`config.mk`:
```
export PLATFORM = sky130hd
export DESIGN_NAME = axis_rr_merge_flat
export DESIGN_NICKNAME = d
export VERILOG_FILES = /design/src/rtl/axis_rr_merge_if.sv /design/src/rtl/axis_rr_merge.sv /design/src/flat_wrapper.sv
export SDC_FILE = /design/constraint.sdc
export NUM_CORES = 1
export LEC_CHECK = 0
export ABC_AREA = 1
export ABC_CLOCK_PERIOD_IN_PS = 1100
export BUFFER_PORTS_ARGS = -buffer_cell sky130_fd_sc_hd__buf_2
export CAP_MARGIN = 20
export CORE_MARGIN = 10
export CORE_UTILIZATION = 39
export DETAILED_ROUTE_END_ITERATION = 8
export PLACE_DENSITY = 0.79
export SETUP_SLACK_MARGIN = 0.4
export SYNTH_ARGS = -nofsm -noshare
export SYNTH_HDL_FRONTEND = slang
export SYNTH_SLANG_ARGS = --single-unit
```
`constraint.sdc`:
```
create_clock -name clk -period 1.1 [get_ports clk]
set_input_delay 0.11 -clock clk [delete_from_list [all_inputs] [get_ports clk]]
set_output_delay 0.11 -clock clk [all_outputs]
set_load 0.02 [all_outputs]
```
`src/rtl/axis_rr_merge_if.sv`:
```
// axis_rr_merge_if: the PORT_COUNT input streams and the single merged output
// stream of axis_rr_merge, bundled so the merger and its environment share one
// set of declarations.
//   master : the merger's view (consumes input streams, produces the output)
//   slave  : the environment's view (produces input streams, consumes output)
interface axis_rr_merge_if #(
    parameter int DATA_WIDTH = 16,
    parameter int IF_STREAM  = 1,
    parameter int KEEP_WIDTH = (IF_STREAM != 0) ? DATA_WIDTH / 8 : 1,
    parameter int PORT_COUNT = 2,
    parameter int ID_WIDTH   = $clog2(PORT_COUNT)
);

    // Input streams, port p in slice p of each flattened vector
    logic [PORT_COUNT*DATA_WIDTH-1:0] s_axis_in_tdata;
    logic [PORT_COUNT*KEEP_WIDTH-1:0] s_axis_in_tkeep;
    logic [PORT_COUNT-1:0]            s_axis_in_tvalid;
    logic [PORT_COUNT-1:0]            s_axis_in_tlast;
    logic [PORT_COUNT-1:0]            s_axis_in_tready;

    // Merged output stream
    logic [DATA_WIDTH-1:0]            m_axis_out_tdata;
    logic [KEEP_WIDTH-1:0]            m_axis_out_tkeep;
    logic                             m_axis_out_tvalid;
    logic                             m_axis_out_tlast;
    logic [ID_WIDTH-1:0]              m_axis_out_tid;
    logic                             m_axis_out_tready;

    modport master (
        input  s_axis_in_tdata,
        input  s_axis_in_tkeep,
        input  s_axis_in_tvalid,
        input  s_axis_in_tlast,
        output s_axis_in_tready,
        output m_axis_out_tdata,
        output m_axis_out_tkeep,
        output m_axis_out_tvalid,
        output m_axis_out_tlast,
        output m_axis_out_tid,
        input  m_axis_out_tready
    );

    modport slave (
        output s_axis_in_tdata,
        output s_axis_in_tkeep,
        output s_axis_in_tvalid,
        output s_axis_in_tlast,
        input  s_axis_in_tready,
        input  m_axis_out_tdata,
        input  m_axis_out_tkeep,
        input  m_axis_out_tvalid,
        input  m_axis_out_tlast,
        input  m_axis_out_tid,
        output m_axis_out_tready
    );

endinterface

```
`src/rtl/axis_rr_merge.sv`:
```
// axis_rr_merge: merges PORT_COUNT AXI-Stream inputs onto one output with
// frame-granular round-robin arbitration. A grant is taken in IDLE (one cycle
// per frame), held in BUSY until the owning port's last beat is accepted, and
// every accepted beat passes through a single output register stage that
// carries the source index on tid.
module axis_rr_merge #(
    parameter int DATA_WIDTH = 16,
    parameter int IF_STREAM  = 1,
    parameter int KEEP_WIDTH = (IF_STREAM != 0) ? DATA_WIDTH / 8 : 1,
    parameter int PORT_COUNT = 2,
    parameter int ID_WIDTH   = $clog2(PORT_COUNT)
) (
    input logic             clk,
    input logic             rst,
    axis_rr_merge_if.master bus
);

    typedef enum logic {
        IDLE = 1'b0,
        BUSY = 1'b1
    } state_t;

    state_t                state_q;
    state_t                state_d;
    logic [ID_WIDTH-1:0]   grant_q;
    logic [ID_WIDTH-1:0]   grant_d;
    logic [ID_WIDTH-1:0]   last_grant_q;
    logic [ID_WIDTH-1:0]   last_grant_d;

    // Round-robin candidate search
    logic                  pick_found;
    logic [ID_WIDTH-1:0]   pick_idx;
    logic [ID_WIDTH-1:0]   cand;

    // Per-port views of the flattened input vectors
    logic [DATA_WIDTH-1:0] in_data [PORT_COUNT];
    logic [KEEP_WIDTH-1:0] in_keep [PORT_COUNT];

    // Beat selected from the owning port, after the IF_STREAM overrides
    logic [DATA_WIDTH-1:0] sel_data;
    logic [KEEP_WIDTH-1:0] sel_keep;
    logic                  sel_last;

    logic                  out_free;
    logic                  accept;
    logic [PORT_COUNT-1:0] tready_vec;

    // Output register stage
    logic [DATA_WIDTH-1:0] out_data_q;
    logic [KEEP_WIDTH-1:0] out_keep_q;
    logic                  out_valid_q;
    logic                  out_last_q;
    logic [ID_WIDTH-1:0]   out_id_q;

    // Split the flattened input buses into per-port slices
    always_comb begin
        for (int p = 0; p < PORT_COUNT; p++) begin
            in_data[p] = bus.s_axis_in_tdata[p*DATA_WIDTH +: DATA_WIDTH];
            in_keep[p] = bus.s_axis_in_tkeep[p*KEEP_WIDTH +: KEEP_WIDTH];
        end
    end

    // First valid port searching upward from last_grant+1, wrapping around
    always_comb begin
        // NOTE: every variable gets a default before any conditional write, so
        // no path leaves it unassigned and no latch is inferred.
        pick_found = 1'b0;
        pick_idx   = '0;
        cand       = '0;
        for (int i = 1; i <= PORT_COUNT; i++) begin
            cand = ID_WIDTH'((int'(last_grant_q) + i) % PORT_COUNT);
            if (!pick_found && bus.s_axis_in_tvalid[cand]) begin
                pick_found = 1'b1;
                pick_idx   = cand;
            end
        end
    end

    // Owning port's beat; in single-beat mode every beat is a whole frame
    always_comb begin
        sel_data = in_data[grant_q];
        sel_keep = (IF_STREAM != 0) ? in_keep[grant_q] : '1;
        sel_last = (IF_STREAM != 0) ? bus.s_axis_in_tlast[grant_q] : 1'b1;
    end

    // FSM state register
    always_ff @(posedge clk) begin
        // NOTE: sequential state uses non-blocking assignments so every
        // register samples pre-edge values regardless of block ordering.
        if (rst) begin
            state_q      <= IDLE;
            grant_q      <= '0;
            last_grant_q <= ID_WIDTH'(PORT_COUNT - 1);
        end else begin
            state_q      <= state_d;
            grant_q      <= grant_d;
            last_grant_q <= last_grant_d;
        end
    end

    // FSM next-state: take a grant in IDLE, release it on an accepted last beat
    always_comb begin
        state_d      = state_q;
        grant_d      = grant_q;
        last_grant_d = last_grant_q;
        case (state_q)
            IDLE: begin
                if (pick_found) begin
                    state_d = BUSY;
                    grant_d = pick_idx;
                end
            end
            BUSY: begin
                // An owner dropping tvalid mid-frame keeps the grant
                if (accept && sel_last) begin
                    state_d      = IDLE;
                    last_grant_d = grant_q;
                end
            end
            default: begin
                state_d = IDLE;
            end
        endcase
    end

    // FSM outputs: ready only to the owner, and only when the output slot frees
    always_comb begin
        out_free   = !out_valid_q || bus.m_axis_out_tready;
        tready_vec = '0;
        if (state_q == BUSY && out_free && !rst) begin
            tready_vec[grant_q] = 1'b1;
        end
        accept = tready_vec[grant_q] && bus.s_axis_in_tvalid[grant_q];
    end

    // Output register: load on accept, drain on downstream ready, else hold
    always_ff @(posedge clk) begin
        // NOTE: the output data fields are cleared in reset as well as valid,
        // so the bus reads all-zero while the block is held in reset.
        if (rst) begin
            out_valid_q <= 1'b0;
            out_data_q  <= '0;
            out_keep_q  <= '0;
            out_last_q  <= 1'b0;
            out_id_q    <= '0;
        end else if (accept) begin
            out_valid_q <= 1'b1;
            out_data_q  <= sel_data;
            out_keep_q  <= sel_keep;
            out_last_q  <= sel_last;
            out_id_q    <= grant_q;
        end else if (bus.m_axis_out_tready) begin
            out_valid_q <= 1'b0;
        end
    end

    assign bus.s_axis_in_tready  = tready_vec;
    assign bus.m_axis_out_tdata  = out_data_q;
    assign bus.m_axis_out_tkeep  = out_keep_q;
    assign bus.m_axis_out_tvalid = out_valid_q;
    assign bus.m_axis_out_tlast  = out_last_q;
    assign bus.m_axis_out_tid    = out_id_q;

    // At most one input port is ever offered ready
    a_ready_onehot : assert property (@(posedge clk) disable iff (rst)
        $onehot0(bus.s_axis_in_tready));

    // The grant is held until the owning frame's last beat is accepted
    a_grant_hold : assert property (@(posedge clk) disable iff (rst)
        (state_q == BUSY && !(accept && sel_last)) |=> (state_q == BUSY && $stable(grant_q)));

    // A stalled output beat stays put
    a_stall_stable : assert property (@(posedge clk) disable iff (rst)
        (bus.m_axis_out_tvalid && !bus.m_axis_out_tready) |=>
        (bus.m_axis_out_tvalid && $stable(bus.m_axis_out_tdata) && $stable(bus.m_axis_out_tid)));

endmodule
```
`src/flat_wrapper.sv`:
```
// flat-port wrapper written by rule: the top's interface ports become plain ports
module axis_rr_merge_flat 
#(
    parameter int DATA_WIDTH = 16,
    parameter int IF_STREAM  = 1,
    parameter int KEEP_WIDTH = (IF_STREAM != 0) ? DATA_WIDTH / 8 : 1,
    parameter int PORT_COUNT = 2,
    parameter int ID_WIDTH   = $clog2(PORT_COUNT)
)
  (clk, rst, bus_s_axis_in_tdata, bus_s_axis_in_tkeep, bus_s_axis_in_tvalid, bus_s_axis_in_tlast, bus_s_axis_in_tready, bus_m_axis_out_tdata, bus_m_axis_out_tkeep, bus_m_axis_out_tvalid, bus_m_axis_out_tlast, bus_m_axis_out_tid, bus_m_axis_out_tready);
  axis_rr_merge_if #(.DATA_WIDTH(DATA_WIDTH), .IF_STREAM(IF_STREAM), .KEEP_WIDTH(KEEP_WIDTH), .PORT_COUNT(PORT_COUNT), .ID_WIDTH(ID_WIDTH)) bus_i ();
  input logic clk;
  input logic rst;
  input wire logic [$bits(bus_i.s_axis_in_tdata)-1:0] bus_s_axis_in_tdata;
  input wire logic [$bits(bus_i.s_axis_in_tkeep)-1:0] bus_s_axis_in_tkeep;
  input wire logic [$bits(bus_i.s_axis_in_tvalid)-1:0] bus_s_axis_in_tvalid;
  input wire logic [$bits(bus_i.s_axis_in_tlast)-1:0] bus_s_axis_in_tlast;
  output wire logic [$bits(bus_i.s_axis_in_tready)-1:0] bus_s_axis_in_tready;
  output wire logic [$bits(bus_i.m_axis_out_tdata)-1:0] bus_m_axis_out_tdata;
  output wire logic [$bits(bus_i.m_axis_out_tkeep)-1:0] bus_m_axis_out_tkeep;
  output wire logic [$bits(bus_i.m_axis_out_tvalid)-1:0] bus_m_axis_out_tvalid;
  output wire logic [$bits(bus_i.m_axis_out_tlast)-1:0] bus_m_axis_out_tlast;
  output wire logic [$bits(bus_i.m_axis_out_tid)-1:0] bus_m_axis_out_tid;
  input wire logic [$bits(bus_i.m_axis_out_tready)-1:0] bus_m_axis_out_tready;
  assign bus_i.s_axis_in_tdata = bus_s_axis_in_tdata;
  assign bus_i.s_axis_in_tkeep = bus_s_axis_in_tkeep;
  assign bus_i.s_axis_in_tvalid = bus_s_axis_in_tvalid;
  assign bus_i.s_axis_in_tlast = bus_s_axis_in_tlast;
  assign bus_s_axis_in_tready = bus_i.s_axis_in_tready;
  assign bus_m_axis_out_tdata = bus_i.m_axis_out_tdata;
  assign bus_m_axis_out_tkeep = bus_i.m_axis_out_tkeep;
  assign bus_m_axis_out_tvalid = bus_i.m_axis_out_tvalid;
  assign bus_m_axis_out_tlast = bus_i.m_axis_out_tlast;
  assign bus_m_axis_out_tid = bus_i.m_axis_out_tid;
  assign bus_i.m_axis_out_tready = bus_m_axis_out_tready;
  axis_rr_merge #(.DATA_WIDTH(DATA_WIDTH), .IF_STREAM(IF_STREAM), .KEEP_WIDTH(KEEP_WIDTH), .PORT_COUNT(PORT_COUNT), .ID_WIDTH(ID_WIDTH)) u_core (.clk(clk), .rst(rst), .bus(bus_i));
endmodule
```
Word level (Yosys, flattened, before mapping)
Cells that the tools add are included.
{"block": "totals", "romBits": 0, "ramBits": 0, "latch_bits": 0, "memories": 0, "register_bits": 24, "out_inout_bits": 23}
{"block": "op_classes", "mux": 28, "div_mod_pow": 0, "shift": 0, "n_lt_le_gt_ge": 5, "n_reduce_logical": 13, "n_eq_ne": 0, "n_mul": 0, "n_bitwise": 2, "n_addsub": 2}
{"cell": "two-way mux 16 bit", "count": 3}
{"cell": "two-way mux 1 bit", "count": 19}
{"cell": "two-way mux 2 bit", "count": 4}
{"cell": "logical AND 1 bit", "count": 6}
{"cell": "less-than comparator 1 x 2 -> 1 bit, second input constant", "count": 3}
{"cell": "AND reduction 2 bit", "count": 2}
{"cell": "logical NOT 1 bit", "count": 3}
{"cell": "adder 1 bit, second input constant", "count": 2}
{"cell": "greater-or-equal comparator 2 bit, second input constant", "count": 1}
{"cell": "inverter 1 -> 2 bit", "count": 1}
{"cell": "one-hot mux 1 bit (2 select lines)", "count": 1}
{"cell": "nonzero test 2 bit", "count": 1}
{"cell": "demux 1 bit (select 1 bit)", "count": 1}
{"cell": "greater-or-equal comparator 1 bit, second input constant", "count": 1}
{"cell": "logical OR 1 bit", "count": 1}
{"cell": "inverter 1 bit", "count": 1}

Longest topological paths before layout
Gate-level depths: netlist (run 1).
{"block": "logic_depth", "depth_word": 11, "ltp_mapped": 8, "depth_no_buf": 6}

Least setup slack after synthesis (run 1)
No wires, ideal clock.
{"block": "synth_timing", "path_type": "reg-to-output", "start": "register u_core.out_valid_q (netlist: u_core.bus.m_axis_out_tvalid)", "end": "output bus_s_axis_in_tready[0]", "t_arrival_ps": 1096, "slack_ps": -106, "stages_incl_launch_ff": 7, "path_buffers": 1, "path_cell_list": "dfxtp_1 > inv_1 > nor2_1 > nor2_4 > buf_4 > inv_1 > nor2_1"}
{"block": "synth_via", "elab_chain_cells": 5}
{"item": "start, declared", "line_no": "axis_rr_merge.sv:51", "rtl": "logic out_valid_q;"}
{"item": "start signal, assigned", "line_no": "axis_rr_merge.sv:141", "rtl": "out_valid_q <= 1'b0;"}
{"item": "start signal, assigned", "line_no": "axis_rr_merge.sv:147", "rtl": "out_valid_q <= 1'b1;"}
{"item": "start signal, assigned", "line_no": "axis_rr_merge.sv:153", "rtl": "out_valid_q <= 1'b0;"}
{"item": "logical NOT 1 bit", "line_no": "axis_rr_merge.sv:128", "rtl": "out_free = !out_valid_q || bus.m_axis_out_tready;"}
{"item": "logical OR 1 bit", "line_no": "axis_rr_merge.sv:128"}
{"item": "logical AND 1 bit (2 in a row)", "line_no": "axis_rr_merge.sv:130", "rtl": "if (state_q == BUSY && out_free && !rst) begin"}
{"item": "two-way mux 2 bit", "line_no": "axis_rr_merge.sv:130"}
{"item": "end, declared", "line_no": "flat_wrapper.sv:18", "rtl": "output wire logic [$bits(bus_i.s_axis_in_tready)-1:0] bus_s_axis_in_tready;"}
No other way between the ends.

Worst setup path in the final report (run 1)
{"block": "layout_timing", "start": "register u_core.out_valid_q (netlist: u_core.bus.m_axis_out_tvalid)", "end": "output bus_s_axis_in_tready[1]"}
Same word-level chain as after synthesis.

==> summary.txt, run 1 <==
Run status
  – Outcome: finished, violations left
  – Failing checks: negative setup slack

STA
  – Final setup fails: 25
  – Worst setup margin: -244 ps
  – Final Hold Viols: 0
  – Setup Skew: 13.6 ps
  – Accumulated negative setup slack: -3250 ps
  – Least-Margin Pin Slew: 315 ps
  – Slew Limit Fails: 0
  – Slew Limit Headroom: 0.790
  – Hold WS: 83.7 ps
  – Final worst-path cycle share: 1.22
  – Fmax: 0.744 GHz
  – RSZ-0062 raised after global routing: true
  – Min Tclk post-route: 1340 ps

Critical path
  – Reg2reg setup slack: -230 ps
  – CP arrival: 1230 ps
  – Worst Setup SP: u_core.bus.m_axis_out_tvalid$_SDFFE_PP0P_
  – Reg2reg path depth: 9
  – Setup crit end kind: output port
  – Critical path type: reg2out
  – Setup crit start kind: flip-flop
  – Reg-to-Reg End: u_core.bus.m_axis_out_tlast$_SDFFE_PP0P_
  – Crit Path Max Fanout: 2
  – R2r startpoint: u_core.bus.m_axis_out_tvalid$_SDFFE_PP0P_
  – CP required: 990 ps

Synth
  – Post-Syn Area: 1180 sq um
  – Warnings, synthesis: 0
  – Post-Syn Instances: 181
  – Area leader, netlist: dfxtp_1
  – Synth cell types: 15
  – Share of the synthesized area in the top cell type: 0.408
  – FF+latch count, synth: 24
  – Syn nets: 224
  – Syn Area/Cell: 6.50 sq um
  – Register area share after synthesis: 0.408
  – Area contributors post-synth: dfxtp_1 41%, nand2_1 26%, a21oi_1 9.8%

Global route
  – Number of global-route vias before repair: 1,384
  – GRT overflow: 0
  – Antenna violations before repair: 0
  – GRT Resource Usage Total: 0.138
  – First-pass GRT wire length: 6.11 mm
  – Largest net degree at the start of global routing: 24

Power
  – Pwr dens: 932 nW/um^2
  – LEAKAGE: 0.947 nW
  – Worst VDD drop: 0.000628 V

Place
  – Port buffer count: 65
  – Placed cell areas: 1600 sq um
  – Final GP Congestion: 0.785
  – Placed cells: 278
  – Final HPWL DP: 2.79 mm

Clocking
  – CTS tree: built
  – Clock buffer depth: 2
  – Inserted Clock Buffers: 3
  – Clock sink count: 24
  – CTS clk-pin slew, worst paths: 130 ps
  – Worst skew pair latency: 320 ps
  – CTS H-tree depth: 1
  – Root buffer cell: clkbuf_4

Die
  – Total die area: 5620 sq um
  – Core Region: 2830 sq um
  – Row cnt: 19
  – Die Y: 74.9 um
  – Die outline width: 74.9 um
  – I/O pin cnt: 66
  – Initial Util: 0.416

Detailed routing
  – Remaining DRCs: 0
  – Routed Antenna Nets: 0
  – Final WL: 4.03 mm
  – Post-DR vias/cell: 4.89
  – Routed vias: 1,417
  – DRT iter0 DRCs: 139
  – Routed wire length per instance: 13.9 um
  – Drt first pass iters: 4

Finish
  – Layout Cells excl Fill: 290
  – Area grow syn2layout: 69.8%
  – Layout fillers: 221
  – Fin nets: 303
  – Fraction of layout cells with a size suffix above 1: 0.529
  – Area of the multi-input gates: 681 sq um
  – Storage cell area: 514 sq um
  – # diodes: 0
  – Final design utilization: 0.707
  – Fin area: 2000 sq um

Worst hold path
  – Hold Path End: u_core.grant_q$_SDFFE_PP0P_
  – Hold Crit Depth: 3
  – Hold Crit Start: bus_s_axis_in_tvalid[1]
  – Hold/Removal Path Class: in2reg

Flow run
  – Max-cap violations: 0
==> repair_timing <==
action / in CTS / in global routing
cloned: 1 / 0
endpoints found under the setup margin: 47 / 47
setup buffers: 4 / 2
gates resized for setup: 77 / 21
hold buffers: 1 / 0
pin swaps: 3 / 3
endpoints found under the hold margin: 1 / 0
==> worst max-delay path, cell delays in order, from the launching register on <==
cell and delay [ps]:
dfxtp_4 370, inv_4 50, nor2_4 30, nor2_4 100, buf_6 120, inv_6 40
nor2_4 70, buf_6 120
==> per-layer routing <==
metal  wire length [um]  GRT usage  vias to the layer above
met5                  0          0                        -
met4                 48     0.0546                        0
met3                172     0.0342                        4
met2               2200      0.245                       27
met1               1610      0.154                      657
li1                   -          -                      729
==> worst max-delay path by stage <==
stage / slack [ps] / cells past startpoint / endpoint
global placement: -2 / 7 / u_core.last_grant_q$_SDFFE_PP1P_
finish: -240 / 7 / bus_s_axis_in_tready[1]
global route: -310 / 7 / bus_s_axis_in_tready[1]
CTS: -230 / 7 / bus_s_axis_in_tready[1]
floorplan: 60 / 7 / u_core.bus.m_axis_out_tdata[1]$_SDFFE_PP0P_
detailed placement: -40 / 7 / u_core.last_grant_q$_SDFFE_PP1P_
==> sequential cells by signal, indices dropped and copies added (netlist names) <==
| name | count |
|---|---|
| u_core.bus.m_axis_out_tid | 1 |
| u_core.state_q | 1 |
| u_core.bus.m_axis_out_tkeep | 2 |
| u_core.bus.m_axis_out_tvalid | 1 |
| u_core.grant_q | 1 |
| u_core.last_grant_q | 1 |
| u_core.bus.m_axis_out_tlast | 1 |
| u_core.bus.m_axis_out_tdata | 16 |
==> synth_stat cells <==
library cell	number
nand2_1	83
o21ai_0	1
dfxtp_1	24
buf_2	4
inv_2	2
nor2_1	4
buf_4	6
nand2_2	2
buf_6	1
nand4_1	1
inv_1	5
clkbuf_1	2
nand3_1	22
a21oi_1	23
nor2_4	1
==> logic make-up after synthesis <==
kind of cell | after synthesis | synth area share
and+or+nand+nor | 113 | 0.396
AOI/OAI and AO/OA | 24 | 0.102
DFF | 24 | 0.408
buffers and inverters | 20 | 0.0935
==> layout make-up <==
cell class | instances | area share
timing repair buffer | 87 | 0.353
sequential | 24 | 0.257
clock buffer | 4 | 0.0131
multi-input combinational | 137 | 0.340
tap | 31 | 0.0194
inverter | 7 | 0.0169
==> power breakdown <==
| part | switching [mW] | internal (mW) |
|---|---|---|
| registers | 0.0238 | 0.905 |
| logic | 0.274 | 0.256 |
| clock network | 0.261 | 0.142 |
| total | 0.560 | 1.30 |
==> cell usage in the layout, fill, tap and decap left out, drive strengths merged <==
cell type    instances
inv                  7
o21ai                1
nand4                1
dfxtp               24
a21oi               23
nand2               85
clkbuf               4
nor2                 5
buf                 86
nand3               22
dlygate4sd3          1
==> through the flow <==
step                setup slack (ps)  total power [mW]
finish                          -244              1.86
global route                    -311              1.97
CTS                             -229              1.84
detailed placement             -41.2              1.35
global placement               -1.80              1.34
floorplan                       60.0              1.19
Note: power is estimated with default switching activity, not from simulation.
==> run 2: changes to the inputs <==
- ABC_AREA: 1 -> not set
==> summary.txt, run 2 <==
Power
  – Sw power: 0.762 mW (+36%)
  – Worst VDD drop: 0.000671 V (+6.8%)
  – Sequential share of power: 0.398 (-0.101)
  – Internal Pwr Total: 1.68 mW (+29%)
  – Net Sw Frac: 0.312 (+0.0114)
  – Clk network pwr share: 0.289 (+0.072)
  – Pwr dens: 1060 nW/um^2 (+13%)
  – Combinational fraction of design power: 0.314 (+0.029)
  – LEAKAGE: 0.982 nW (+3.7%)

Clocking
  – Hold-fix buffers, CTS: 0 (-1)
  – CTS clk-pin slew, worst paths: 160 ps (+30 ps)
  – Root buffer cell: clkbuf_4
  – CTS H-tree depth: 1 (unchanged)
  – Worst skew pair latency: 350 ps (+30 ps)
  – Clock sink count: 24 (unchanged)
  – CTS tree: built
  – Inserted Clock Buffers: 3 (unchanged)
  – Clock buffer depth: 2 (unchanged)

Critical path
  – CP required: 1350 ps (+360 ps)
  – Setup crit start kind: flip-flop
  – Crit Path Max Fanout: 6 (+4)
  – Critical path type: reg2reg
  – CP arrival: 1660 ps (+430 ps)
  – Setup crit end kind: flip-flop

Die
  – Row cnt: 19 (unchanged)
  – Total die area: 5630 sq um (+0.31%)
  – Core Region: 2830 sq um (unchanged)
  – Die outline width: 75.1 um (+0.15%)
  – I/O pin cnt: 66 (unchanged)
  – Die Y: 75.1 um (+0.15%)
  – Initial Util: 0.418 (+0.00177)

Global route
  – Largest net degree at the start of global routing: 15 (-38%)
  – Antenna violations before repair: 0 (unchanged)
  – First-pass GRT wire length: 8.75 mm (+43%)
  – Number of global-route vias before repair: 1,641 (+19%)
  – GRT Resource Usage Total: 0.202 (+0.0644)
  – GRT overflow: 0 (unchanged)

Synth
  – Most frequent cells after synthesis: 24 x dfxtp_1, 19 x a211oi_1, 19 x a31oi_1, 19 x mux2i_1, 6 x buf_2
  – Syn Area/Cell: 9.85 sq um (+51%)
  – EDFF count, synth: 0 (unchanged)
  – Syn nets: 163 (-27%)
  – Post-synth ARST share: 0 (unchanged)
  – Synth cell types: 27 (+12)
  – Area leader, netlist: dfxtp_1
  – Area contributors post-synth: dfxtp_1 41%, mux2i_1 16%, a211oi_1 12%
  – Share of the synthesized area in the top cell type: 0.406 (-0.00173)
  – Most common cell in the netlist: dfxtp_1
  – FF+latch count, synth: 24 (unchanged)
  – Warnings, synthesis: 0 (unchanged)
  – Register area share after synthesis: 0.406 (-0.00173)
  – Post-synth top flop: dfxtp_1
  – Post-Syn Instances: 120 (-34%)
  – Post-Syn Area: 1180 sq um (+0.43%)

Detailed routing
  – DRT iter0 DRCs: 241 (+73%)
  – Routed vias: 1,532 (+8.1%)
  – Remaining DRCs: 0 (unchanged)
  – Drt first pass iters: 4 (unchanged)
  – Routed Antenna Nets: 0 (unchanged)
  – Routed wire length per instance: 25.5 um (+84%)
  – Post-DR vias/cell: 6.13 (+25%)
  – Final WL: 6.38 mm (+58%)

Finish
  – Max FFs per register: 16 (unchanged)
  – # diodes: 0 (unchanged)
  – Area grow syn2layout: 95.7%
  – Fin nets: 263 (-13%)
  – Layout fillers: 134 (-39%)
  – Fraction of layout cells with a size suffix above 1: 0.758 (+0.229)
  – Commonest non-fill, non-tap cells in the layout: 42 x buf_2, 32 x buf_6, 27 x buf_4
  – Commonest non-fill, non-tap cell in the layout: buf_2

STA
  – Slew Limit Headroom: 0.754 (-0.0359)
  – Setup Skew: 4.81 ps (-8.81 ps)
  – Accumulated negative setup slack: -6530 ps (-3280 ps)
  – Final Hold Viols: 0 (unchanged)
  – Hold WS: 88.9 ps (+5.20 ps)
  – Final worst-path cycle share: 1.28 (+0.0592)
  – RSZ-0062 raised after global routing: true
  – Worst setup margin: -309 ps (-65.1 ps)
  – Min Tclk post-route: 1410 ps (+65.1 ps)
  – Final setup fails: 25 (unchanged)
  – Least-Margin Pin Slew: 368 ps (+52.6 ps)
  – Slew Limit Fails: 0 (unchanged)
  – Fmax: 0.710 GHz (-4.6%)

Place
  – Final GP Congestion: 0.789 (+0.51%)
  – Pre-CTS setup slack: -120 ps (-78.7 ps)
  – Final HPWL DP: 3.08 mm (+10%)
  – Port buffer count: 65 (unchanged)

Worst hold path
  – Hold/Removal Path Class: in2reg

Flow run
  – Max-cap violations: 0 (unchanged)

Run status
  – Outcome: finished, violations left
  – Failing checks: negative setup slack
-- run 2: changes by cell type after synthesis, sizes merged, moves of 3 or more --
cell | previous run | this run
a31oi | 0 | 19
a211oi | 0 | 19
nand2 | 85 | 1
nor2 | 5 | 1
inv | 7 | 1
nor3 | 0 | 3
nand3 | 22 | 0
a21oi | 23 | 3
mux2i | 0 | 19
-- run 2: cell families after synthesis --
logic type	after synthesis	share of synthesized area
buf+inv	15	0.0730
compound gates	46	0.261
mux	21	0.183
flops	24	0.406
simple gates	14	0.0762
-- run 2: critical path: stages (launching register included) --
cell      delay, ps
dfxtp_4         410
buf_6           120
mux2i_4         190
nor3_4          310
buf_6           200
a211oi_1         90
-- run 2: path summary, 6_finish.rpt --
kind	startpoint	endpoint	slack, ps	depth (start not counted)
setup reg to reg	u_core.grant_q$_SDFFE_PP0P_	u_core.bus.m_axis_out_tkeep[0]$_SDFFE_PP0P_	-310	5
setup / recovery	u_core.grant_q$_SDFFE_PP0P_	u_core.bus.m_axis_out_tkeep[0]$_SDFFE_PP0P_	-310	5
hold reg to reg	u_core.bus.m_axis_out_tdata[15]$_SDFFE_PP0P_	u_core.bus.m_axis_out_tdata[15]$_SDFFE_PP0P_	570	2
hold / removal	bus_s_axis_in_tdata[3]	u_core.bus.m_axis_out_tdata[3]$_SDFFE_PP0P_	90	3
-- run 2: layout make-up --
cell class | instances | area, sq um | share of cell area
tap | 31 | 38.8 | 0.0168
sequential | 24 | 512 | 0.221
multi-input combinational | 84 | 826 | 0.357
timing repair buffer | 106 | 881 | 0.381
clock buffer | 3 | 22.5 | 0.00973
clock inverter | 1 | 30.0 | 0.0130
inverter | 1 | 3.75 | 0.00162
-- run 2: metal layers --
layer / GRT usage / up-vias / wire (um) / part of all wire
li1: - / 669 / - / -
met4: 0.132 / 0 / 315 / 0.049
met2: 0.344 / 119 / 3140 / 0.49
met5: 0 / - / 0 / 0
met1: 0.223 / 709 / 2240 / 0.35
met3: 0.0434 / 35 / 687 / 0.11
-- run 2: what timing repair did --
action | 4_1_cts | 5_1_grt
endpoints found under the hold margin | 0 | 0
resized for setup | 103 | 12
gates cloned | 4 | 1
pin swaps | 5 | 4
endpoints found under the setup margin | 47 | 47
setup buffers | 16 | 9
-- run 2: stage by stage --
step           cell area (sq um)  total power [mW]   util  cells
3_5_place_dp                1600              1.44  0.567    216
6_report                    2310              2.45  0.818    250
3_3_place_gp                1600              1.42  0.567    216
5_1_grt                     2310              2.49  0.818    250
2_1_floorplan               1230              1.26      -    120
4_1_cts                     2180              2.29  0.770    240
-- run 2: power by group through the flow --
stage	Sequential, mW	Combinational (mW)	Clock, mW
2_1_floorplan	1.01	0.244	0
3_3_place_gp	0.964	0.456	0
3_5_place_dp	0.967	0.470	0
4_1_cts	0.964	0.666	0.663
5_1_grt	0.976	0.801	0.709
6_report	0.972	0.767	0.706
